$ cat config.mk
export PLATFORM = sky130hd
export DESIGN_NAME = multicore_dram_arbiter_flat
export DESIGN_NICKNAME = d
export VERILOG_FILES = /design/src/rtl/multicore_dram_arbiter_if.sv /design/src/rtl/multicore_dram_arbiter.sv /design/src/flat_wrapper.sv
export SDC_FILE = /design/constraint.sdc
export NUM_CORES = 1
export LEC_CHECK = 0
export ABC_AREA = 1
export CAP_MARGIN = 30
export CORE_MARGIN = 5
export CORE_UTILIZATION = 35
export DETAILED_ROUTE_END_ITERATION = 8
export GPL_ROUTABILITY_DRIVEN = 0
export GPL_TIMING_DRIVEN = 0
export MAX_ROUTING_LAYER = met4
export PLACE_DENSITY = 0.89
export SYNTH_ARGS = -nofsm -noshare
export SYNTH_HDL_FRONTEND = slang
export SYNTH_SLANG_ARGS = --single-unit
$ cat constraint.sdc
create_clock -name clock -period 1.95 [get_ports clock]
set_input_delay 0.39 -clock clock [delete_from_list [all_inputs] [get_ports clock]]
set_output_delay 0.39 -clock clock [all_outputs]
set_load 0.02 [all_outputs]
$ cat src/rtl/multicore_dram_arbiter_if.sv
// Bus bundle between the shared-RAM arbiter and its surroundings: mode control,
// external load/dump port, per-core request ports and the RAM control port.
// The slave modport is the arbiter's view; master is the system/bench view.
interface multicore_dram_arbiter_if #(
  parameter int N_CORES = 4,
  parameter int DATA_W  = 16,
  parameter int ADDR_W  = 9
);
  logic [1:0]                mode;
  logic [ADDR_W-1:0]         ext_addr;
  logic [DATA_W-1:0]         ext_wdata;
  logic                      ext_we;
  logic                      ext_re;
  logic [N_CORES*ADDR_W-1:0] core_addr;
  logic [N_CORES*DATA_W-1:0] core_wdata;
  logic [N_CORES-1:0]        core_we;
  logic [N_CORES-1:0]        core_re;
  logic [N_CORES-1:0]        core_grant;
  logic [N_CORES-1:0]        core_rvalid;
  logic [DATA_W-1:0]         rdata;
  logic                      ext_rvalid;
  logic [ADDR_W-1:0]         mem_addr;
  logic [DATA_W-1:0]         mem_wdata;
  logic                      mem_we;
  logic                      mem_re;
  logic [DATA_W-1:0]         mem_rdata;

  modport slave (
    input  mode, ext_addr, ext_wdata, ext_we, ext_re,
    input  core_addr, core_wdata, core_we, core_re,
    input  mem_rdata,
    output core_grant, core_rvalid, rdata, ext_rvalid,
    output mem_addr, mem_wdata, mem_we, mem_re
  );

  modport master (
    output mode, ext_addr, ext_wdata, ext_we, ext_re,
    output core_addr, core_wdata, core_we, core_re,
    output mem_rdata,
    input  core_grant, core_rvalid, rdata, ext_rvalid,
    input  mem_addr, mem_wdata, mem_we, mem_re
  );
endinterface

$ cat src/rtl/multicore_dram_arbiter.sv
// Shares one single-port data RAM between N_CORES cores (round-robin in RUN)
// and an external load/dump port. Every RAM control, grant and valid output is
// registered; rdata is the RAM read data passed straight through, qualified by
// core_rvalid / ext_rvalid one cycle after the registered mem_re.
module multicore_dram_arbiter #(
  parameter int N_CORES = 4,
  parameter int DATA_W  = 16,
  parameter int ADDR_W  = 9
) (
  input logic                       clock,
  input logic                       reset,
  multicore_dram_arbiter_if.slave   bus
);

  localparam int PTR_W = (N_CORES > 1) ? $clog2(N_CORES) : 1;

  typedef enum logic [1:0] {
    MODE_IDLE = 2'b00,
    MODE_LOAD = 2'b01,
    MODE_RUN  = 2'b10,
    MODE_DUMP = 2'b11
  } mode_e;

  mode_e              mode;
  logic [N_CORES-1:0] req;
  logic               win_found;
  logic [PTR_W-1:0]   win_idx;
  int                 scan_idx;
  int                 next_ptr;

  logic [PTR_W-1:0]   ptr_q, ptr_d;
  logic [N_CORES-1:0] grant_q, grant_d;
  logic [N_CORES-1:0] rd_core_q, rd_core_d;
  logic [N_CORES-1:0] core_rvalid_q, core_rvalid_d;
  logic               rd_ext_q, rd_ext_d;
  logic               ext_rvalid_q, ext_rvalid_d;
  logic [ADDR_W-1:0]  mem_addr_q, mem_addr_d;
  logic [DATA_W-1:0]  mem_wdata_q, mem_wdata_d;
  logic               mem_we_q, mem_we_d;
  logic               mem_re_q, mem_re_d;

  assign mode = mode_e'(bus.mode);

  // Round-robin search: first requester at or after the pointer, wrapping.
  always_comb begin
    req       = bus.core_we | bus.core_re;
    win_found = 1'b0;
    win_idx   = '0;
    scan_idx  = 0;
    for (int k = 0; k < N_CORES; k++) begin
      scan_idx = int'(ptr_q) + k;
      if (scan_idx >= N_CORES) scan_idx = scan_idx - N_CORES;
      if (!win_found && req[PTR_W'(scan_idx)]) begin
        win_found = 1'b1;
        win_idx   = PTR_W'(scan_idx);
      end
    end
  end

  // Next-state for RAM controls, grants, pointer and the read-return pipeline.
  always_comb begin
    ptr_d         = ptr_q;
    grant_d       = '0;
    rd_core_d     = '0;
    rd_ext_d      = 1'b0;
    mem_we_d      = 1'b0;
    mem_re_d      = 1'b0;
    mem_addr_d    = mem_addr_q;
    mem_wdata_d   = mem_wdata_q;
    // A read issued last cycle returns now, whatever the current mode.
    core_rvalid_d = rd_core_q;
    ext_rvalid_d  = rd_ext_q;
    next_ptr      = 0;

    case (mode)
      MODE_LOAD: begin
        ptr_d = '0;
        if (bus.ext_we) begin
          mem_we_d    = 1'b1;
          mem_addr_d  = bus.ext_addr;
          mem_wdata_d = bus.ext_wdata;
        end
      end
      MODE_DUMP: begin
        ptr_d = '0;
        if (bus.ext_re) begin
          mem_re_d   = 1'b1;
          rd_ext_d   = 1'b1;
          mem_addr_d = bus.ext_addr;
        end
      end
      MODE_RUN: begin
        if (win_found) begin
          grant_d[win_idx] = 1'b1;
          mem_addr_d       = bus.core_addr[int'(win_idx)*ADDR_W +: ADDR_W];
          mem_wdata_d      = bus.core_wdata[int'(win_idx)*DATA_W +: DATA_W];
          mem_we_d         = bus.core_we[win_idx];
          // Write wins when a core raises both strobes; the read is dropped.
          mem_re_d           = bus.core_re[win_idx] & ~bus.core_we[win_idx];
          rd_core_d[win_idx] = mem_re_d;
          next_ptr = int'(win_idx) + 1;
          if (next_ptr >= N_CORES) next_ptr = 0;
          ptr_d = PTR_W'(next_ptr);
        end
      end
      default: begin
        // IDLE: no RAM activity; pointer parked at 0 so RUN entry starts there.
        ptr_d = '0;
      end
    endcase
  end

  // State and output registers; async reset also cancels any read in flight.
  always_ff @(posedge clock or posedge reset) begin
    if (reset) begin
      ptr_q         <= '0;
      grant_q       <= '0;
      rd_core_q     <= '0;
      core_rvalid_q <= '0;
      rd_ext_q      <= 1'b0;
      ext_rvalid_q  <= 1'b0;
      mem_addr_q    <= '0;
      mem_wdata_q   <= '0;
      mem_we_q      <= 1'b0;
      mem_re_q      <= 1'b0;
    end else begin
      ptr_q         <= ptr_d;
      grant_q       <= grant_d;
      rd_core_q     <= rd_core_d;
      core_rvalid_q <= core_rvalid_d;
      rd_ext_q      <= rd_ext_d;
      ext_rvalid_q  <= ext_rvalid_d;
      mem_addr_q    <= mem_addr_d;
      mem_wdata_q   <= mem_wdata_d;
      mem_we_q      <= mem_we_d;
      mem_re_q      <= mem_re_d;
    end
  end

  assign bus.core_grant  = grant_q;
  assign bus.core_rvalid = core_rvalid_q;
  assign bus.ext_rvalid  = ext_rvalid_q;
  assign bus.mem_addr    = mem_addr_q;
  assign bus.mem_wdata   = mem_wdata_q;
  assign bus.mem_we      = mem_we_q;
  assign bus.mem_re      = mem_re_q;
  assign bus.rdata       = bus.mem_rdata;

endmodule

$ cat src/flat_wrapper.sv
// flat-port wrapper written by rule: the top's interface ports become plain ports
module multicore_dram_arbiter_flat 
#(
  parameter int N_CORES = 4,
  parameter int DATA_W  = 16,
  parameter int ADDR_W  = 9
)
  (clock, reset, bus_mode, bus_ext_addr, bus_ext_wdata, bus_ext_we, bus_ext_re, bus_core_addr, bus_core_wdata, bus_core_we, bus_core_re, bus_mem_rdata, bus_core_grant, bus_core_rvalid, bus_rdata, bus_ext_rvalid, bus_mem_addr, bus_mem_wdata, bus_mem_we, bus_mem_re);
  multicore_dram_arbiter_if #(.N_CORES(N_CORES), .DATA_W(DATA_W), .ADDR_W(ADDR_W)) bus_i ();
  input logic clock;
  input logic reset;
  input wire logic [$bits(bus_i.mode)-1:0] bus_mode;
  input wire logic [$bits(bus_i.ext_addr)-1:0] bus_ext_addr;
  input wire logic [$bits(bus_i.ext_wdata)-1:0] bus_ext_wdata;
  input wire logic [$bits(bus_i.ext_we)-1:0] bus_ext_we;
  input wire logic [$bits(bus_i.ext_re)-1:0] bus_ext_re;
  input wire logic [$bits(bus_i.core_addr)-1:0] bus_core_addr;
  input wire logic [$bits(bus_i.core_wdata)-1:0] bus_core_wdata;
  input wire logic [$bits(bus_i.core_we)-1:0] bus_core_we;
  input wire logic [$bits(bus_i.core_re)-1:0] bus_core_re;
  input wire logic [$bits(bus_i.mem_rdata)-1:0] bus_mem_rdata;
  output wire logic [$bits(bus_i.core_grant)-1:0] bus_core_grant;
  output wire logic [$bits(bus_i.core_rvalid)-1:0] bus_core_rvalid;
  output wire logic [$bits(bus_i.rdata)-1:0] bus_rdata;
  output wire logic [$bits(bus_i.ext_rvalid)-1:0] bus_ext_rvalid;
  output wire logic [$bits(bus_i.mem_addr)-1:0] bus_mem_addr;
  output wire logic [$bits(bus_i.mem_wdata)-1:0] bus_mem_wdata;
  output wire logic [$bits(bus_i.mem_we)-1:0] bus_mem_we;
  output wire logic [$bits(bus_i.mem_re)-1:0] bus_mem_re;
  assign bus_i.mode = bus_mode;
  assign bus_i.ext_addr = bus_ext_addr;
  assign bus_i.ext_wdata = bus_ext_wdata;
  assign bus_i.ext_we = bus_ext_we;
  assign bus_i.ext_re = bus_ext_re;
  assign bus_i.core_addr = bus_core_addr;
  assign bus_i.core_wdata = bus_core_wdata;
  assign bus_i.core_we = bus_core_we;
  assign bus_i.core_re = bus_core_re;
  assign bus_i.mem_rdata = bus_mem_rdata;
  assign bus_core_grant = bus_i.core_grant;
  assign bus_core_rvalid = bus_i.core_rvalid;
  assign bus_rdata = bus_i.rdata;
  assign bus_ext_rvalid = bus_i.ext_rvalid;
  assign bus_mem_addr = bus_i.mem_addr;
  assign bus_mem_wdata = bus_i.mem_wdata;
  assign bus_mem_we = bus_i.mem_we;
  assign bus_mem_re = bus_i.mem_re;
  multicore_dram_arbiter #(.N_CORES(N_CORES), .DATA_W(DATA_W), .ADDR_W(ADDR_W)) u_core (.clock(clock), .reset(reset), .bus(bus_i));
endmodule
Yosys cells after proc, flatten, opt, wreduce, memory -nomap -nowiden:

Cells that the tools add are included.

* add/subtract/negate cells: 8
* multipliers: 1
* $lt $le $gt $ge: 11
* equality and inequality tests: 6
* shift operators: 2
* mux-type cells: 51
* bitwise operators: 4
* reduce and logical (&&, ||, !) cells: 11

Operator list (count)
* $shiftx A64 B7 Y16: 1
* $shiftx A36 B32 Y9: 1
* $mux W16: 2
* $pmux W16 S2: 1
* $mux W9: 3
* $pmux W9 S3: 1
* $mux W2: 11
* $mux W1: 20
* $lt A2 B4 Y1 const B: 4
* $mux W4: 4
* $bmux W1 S2: 6
* $ge A3 B3 Y1 const B: 4
* $sub A2 B1 Y2 const B: 4
* $add A2 B1 Y3 const B: 2
* $add A2 B2 Y3 const B: 2
* $mul A2 B4 Y6 const B: 1
* $and A4 B4 Y4: 1
* $eq A2 B2 Y1 const B: 2
* $logic_and A1 B1 Y1: 4
* $ne A2 B2 Y1 const B: 2
* $or A4 B4 Y4: 1
* $pmux W1 S2: 2
* $reduce_and A4 Y1: 1
* $ge A2 B3 Y1 const B: 1
* other kinds (11): 13

* flip-flop bits (word level): 43
* bits of input ports: 155
* output and inout bits: 52

Longest topological paths before layout:

* depth after elaboration: 22
* depth in mapped cells: 17
* mapped depth without buffers: 15

Worst setup path after synthesis:

Ideal clock, no wire load.

* kind: reg-to-reg
* start point: register u_core.ptr_q[0]
* end point: register u_core.ptr_q[1]
* data arrival time: 1.999 ns
* setup slack: -0.175 ns
* cell stages (with the launch flop): 14
* buffers on the path: 2
* clock period less this slack: 2.125 ns
* path through: dfrtp_1 buf_6 inv_6 nand2_1 nand3_1 nand2_1 nor2_4 nand3_2 a21oi_4 inv_2 buf_6 ha_1 nand3_1 o21ai_0

* cells in the longest elaborated chain, start to end: 20
* elaborated cells between the ends (all ways): 47
* those cells by class: 8 x add/sub; 5 x order compare; 1 x eq/ne; 27 x mux; 6 x reduce/logical

RTL lines
* from (decl): line multicore_dram_arbiter.sv:31 `logic [PTR_W-1:0] ptr_q, ptr_d;`
* from (signal assigned): line multicore_dram_arbiter.sv:127 `ptr_q <= ptr_d;`
* parallel branches: the longest is 20 deep, another holds $add A2 B1 Y3

Several ways; the timed one is not identified. The select of a mux whose other input is x is not followed.
A chain may end at the register's enable or synchronous reset.

Final worst setup path:

* start point: register u_core.ptr_q[0]
* end point: register u_core.mem_addr_q[8], in the netlist u_core.bus.mem_addr[8]

* cells in the longest elaborated chain, start to end: 19
* elaborated cells between the ends (all ways): 47
* those cells by class: 7 x add/sub; 1 x mul; 4 x order compare; 1 x eq/ne; 1 x shift; 26 x mux; 7 x reduce/logical

RTL lines
* parallel branches: the longest is 19 deep, another holds $add A2 B1 Y3
* to (signal assigned): line multicore_dram_arbiter.sv:133 `mem_addr_q <= mem_addr_d;`
* to (decl): line multicore_dram_arbiter.sv:37 `logic [ADDR_W-1:0] mem_addr_q, mem_addr_d;`

Several ways; the timed one is not identified. The select of a mux whose other input is x is not followed.

==> impl_metrics.py <==
metrics = {
    "critical_path": {
        "r2r_setup_slack_ps": -300,
        "path_max_fanout": 10,
        "endpoint_kind": "flop",
        "start_kind": "flop",
        "arrival_ps": 2430,
        "cp.required_ps": 2130,
        "critical_path_class": "reg -> reg",
    },
    "route": {
        "route.detailed.drc": 0,
        "vias_per_cell": 4.842,
        "dr.pass1.iters": 5,
        "wirelength_um": 15120,
        "vias": 4503,
        "drtIter0Drc": 255,
        "wl_per_cell_um": 16.26,
        "ant_nets": 0,
    },
    "cells_and_area": {
        "utilization_pct": 65.28,
        "stdcell_area_mm2": 0.006381,
        "instances_no_fill": 930,
        "nets": 957,
        "drive_above_1_share_pct": 17.21,
        "areaGrowthSynthToFinish_pct": 82.34,
        "nFillCells": 828,
    },
    "sta": {
        "hold_viol": 0,
        "fin_crit_sh_pct": 115.1,
        "timing.final.crit_period_ps": 2245,
        "maxSlewViolCount": 0,
        "relSlewSlack_pct": 51.41,
        "worst_pin_slew_ps": 728.9,
        "fin_skew_ps": 9.560,
        "setup_viol": 36,
        "rsz0062_at_grt": "true",
        "max_freq_ghz": 0.4454,
        "hold_slack_ps": 327.1,
        "setup_slack_ps": -295.3,
    },
    "grt": {
        "grt_pass1_wl_um": 22430,
        "use_met3_pct": 7.455,
        "grt_max_degree": 34,
        "grt_pass1_vias": 4570,
        "grtUsageMet1_pct": 27.30,
        "overflow": 0,
        "use_met2_pct": 43.24,
        "grt_use_total_pct": 24.99,
        "antenna_found_initial": 1,
        "globalRoute.busiestLayer": "met2",
    },
    "power_and_ir_drop": {
        "clkPwrFrac_pct": 11.2,
        "power_frac_seq_pct": 18.0,
        "ir_worst_vdd_mv": 0.4749,
        "p_int_mw": 3.706,
        "p_per_area_mw_per_mm2": 1026,
        "p_sw_share_pct": 43.40,
        "power_frac_comb_pct": 70.8,
        "leakagePower_nw": 3.205,
        "switching_power_mw": 2.842,
    },
    "place": {
        "dp.cells": 893,
        "dp_hpwl_um": 10720,
        "dp_slack_ps": -1039,
        "dpl_cell_area_mm2": 0.005622,
        "portBuffers": 190,
    },
    "clocking": {
        "clk_pin_slew_worst_paths_ps": 90,
        "ctsHoldBuffers": 0,
        "root_buffer": "clkbuf_8",
        "h-tree-depth": 2,
        "numClockSinks": 43,
        "clock_latency_ps": 290,
        "numCtsBuffers": 5,
        "clk_path_buf_depth": 2,
        "cts_tree": "yes",
    },
    "floorplan": {
        "die_h_um": 110.0,
        "start_util_pct": 35.80,
        "die_area_mm2": 0.01210,
        "die_w_um": 110.0,
        "io_pins": 207,
        "core_area_mm2": 0.009774,
        "num_rows": 36,
    },
    "synthesis": {
        "synth.avg_cell_area_um2": 6.150,
        "yosysSeqAreaShare_pct": 30.75,
        "synth_edf_count": 0,
        "yosys_most_used_dff": "dfrtp_1",
        "synth_cells": 569,
        "ys_ff_latch": 43,
        "ys_warn_count": 0,
        "synthArstFlopShare_pct": 100.0,
        "synthDistinctLibCells": 25,
        "syn-cell-area_mm2": 0.003500,
        "syn_nets": 731,
    },
    "status": {
        "failed_checks": "negative setup slack",
        "outcome": "complete, but fails checks",
    },
    "job": {
        "cap_viol_max_count": 0,
    },
    "min_path": {
        "hold_class": "in -> async",
    },
}
## final timing paths
| check | startpoint | to | cells after the start |
|---|---|---|---|
| worst max-delay path | u_core.ptr_q[0] | u_core.bus.mem_addr[8] | 17 |
| worst min-delay path | reset | u_core.bus.core_grant[0] | 2 |
| worst max register to register | u_core.ptr_q[0] | u_core.bus.mem_addr[8] | 17 |
| worst min register to register | u_core.core_rvalid_d[0] | u_core.bus.core_rvalid[0] | 0 |
| max in group asynchronous | reset | u_core.bus.mem_addr[6] | 3 |
| min in group clock | u_core.core_rvalid_d[0] | u_core.bus.core_rvalid[0] | 0 |
## per-layer routing
metal / routed length, um / share of wire [%]
met1: 5426 / 36
met2: 7286 / 48
met3: 1869 / 12
met4: 535 / 3.5
met5: 0 / 0
## critical path: stages (launching register included)
cell and delay [ps]:
dfrtp_1 370, buf_6 170, clkinv_8 90, nand2_2 100
nand2_2 60, nand2_1 100, nand2_2 90, nand2_4 80
nand2_2 70, nand2_4 100, nand3_4 150, buf_4 230
nand2_1 120, o21ai_4 80, nand2_1 60, nand3_1 100
nand2_1 100, nand2_1 50
## layout make-up
| class | instances | area [um^2] | area share, % |
|---|---|---|---|
| multi-input cells | 388 | 1964 | 30.78 |
| repair inverters | 1 | 7.507 | 0.1176 |
| repair buffers | 218 | 2265 | 35.49 |
| well taps | 133 | 166.4 | 2.608 |
| plain buffers | 47 | 424.2 | 6.647 |
| inverters | 91 | 356.6 | 5.588 |
| flip-flops and latches | 43 | 1077 | 16.88 |
| diodes | 1 | 2.502 | 0.03922 |
| clock inverters | 2 | 35.03 | 0.5490 |
| clock buffers | 6 | 82.58 | 1.294 |
## Yosys cell counts (2+ instances only)
cell / instances / area (um^2)
dfrtp_1: 43 / 1076
buf_4: 19 / 142.6
nand3_1: 58 / 290.3
nor2_1: 68 / 255.2
buf_2: 9 / 45.04
inv_1: 88 / 330.3
o21ai_0: 27 / 135.1
nand4_1: 28 / 175.2
ha_1: 7 / 87.58
buf_6: 4 / 45.04
buf_1: 5 / 18.77
nand2_2: 2 / 12.51
clkbuf_1: 10 / 37.54
nand2_1: 183 / 686.9
inv_2: 2 / 7.510
nand3_2: 7 / 70.07
## registers in the layout (all words and copies together) (netlist names)
signal and flops:
u_core.bus.core_grant 4, u_core.bus.core_rvalid 4, u_core.bus.ext_rvalid 1, u_core.bus.mem_addr 9, u_core.bus.mem_re 1, u_core.bus.mem_wdata 16
u_core.bus.mem_we 1, u_core.core_rvalid_d 4, u_core.ext_rvalid_d 1, u_core.ptr_q 2
## cells in the final DEF (no fill, tap or decap), drive strengths merged
cell and n:
diode 1, nand4 28, clkdlybuf4s50 181, a21oi 2
dlygate4sd2 9, bufinv 1, ha 7, nor2 69
inv 90, o21a 1, nand2 186, bufbuf 2
o21bai 1, buf 64, clkinv 2, o21ai 27
nand3 65, dfrtp 43, o22ai 1, clkinvlp 1
or2 1, clkbuf 15
## power groups by stage
stage	Clock [mW]	Combinational, mW	Sequential [mW]
finish	0.736	4.64	1.18
global route	0.780	5.00	1.20
CTS	0.748	4.44	1.17
detailed placement	0	3.34	1.20
global placement	0	3.29	1.19
floorplan	0	1.82	1.40
## per-stage QoR
| step | power (mW) | TNS, ps |
|---|---|---|
| 6_report | 6.548 | -7694 |
| 3_3_place_gp | 4.475 | -46680 |
| 2_1_floorplan | 3.219 | -27.67 |
| 3_5_place_dp | 4.542 | -30840 |
| 4_1_cts | 6.367 | -3275 |
| 5_1_grt | 6.982 | -12310 |
## cell families after synthesis
logic type,synth area share [%]
AND/OR/NAND/NOR,43.40
flip-flops,30.75
buffers and inverters,18.16
adder cells (fa/ha/maj),2.503
AO/OA/AOI/OAI,5.184
## timing repair
action                                 in CTS  in global routing
gates cloned                                6                  1
setup endpoints to repair                  37                 37
setup buffers                              21                  0
pin swaps                                  21                  6
resized for setup                          91                 19
endpoints found under the hold margin       0                  0
Power figures use the tool's default switching activity.
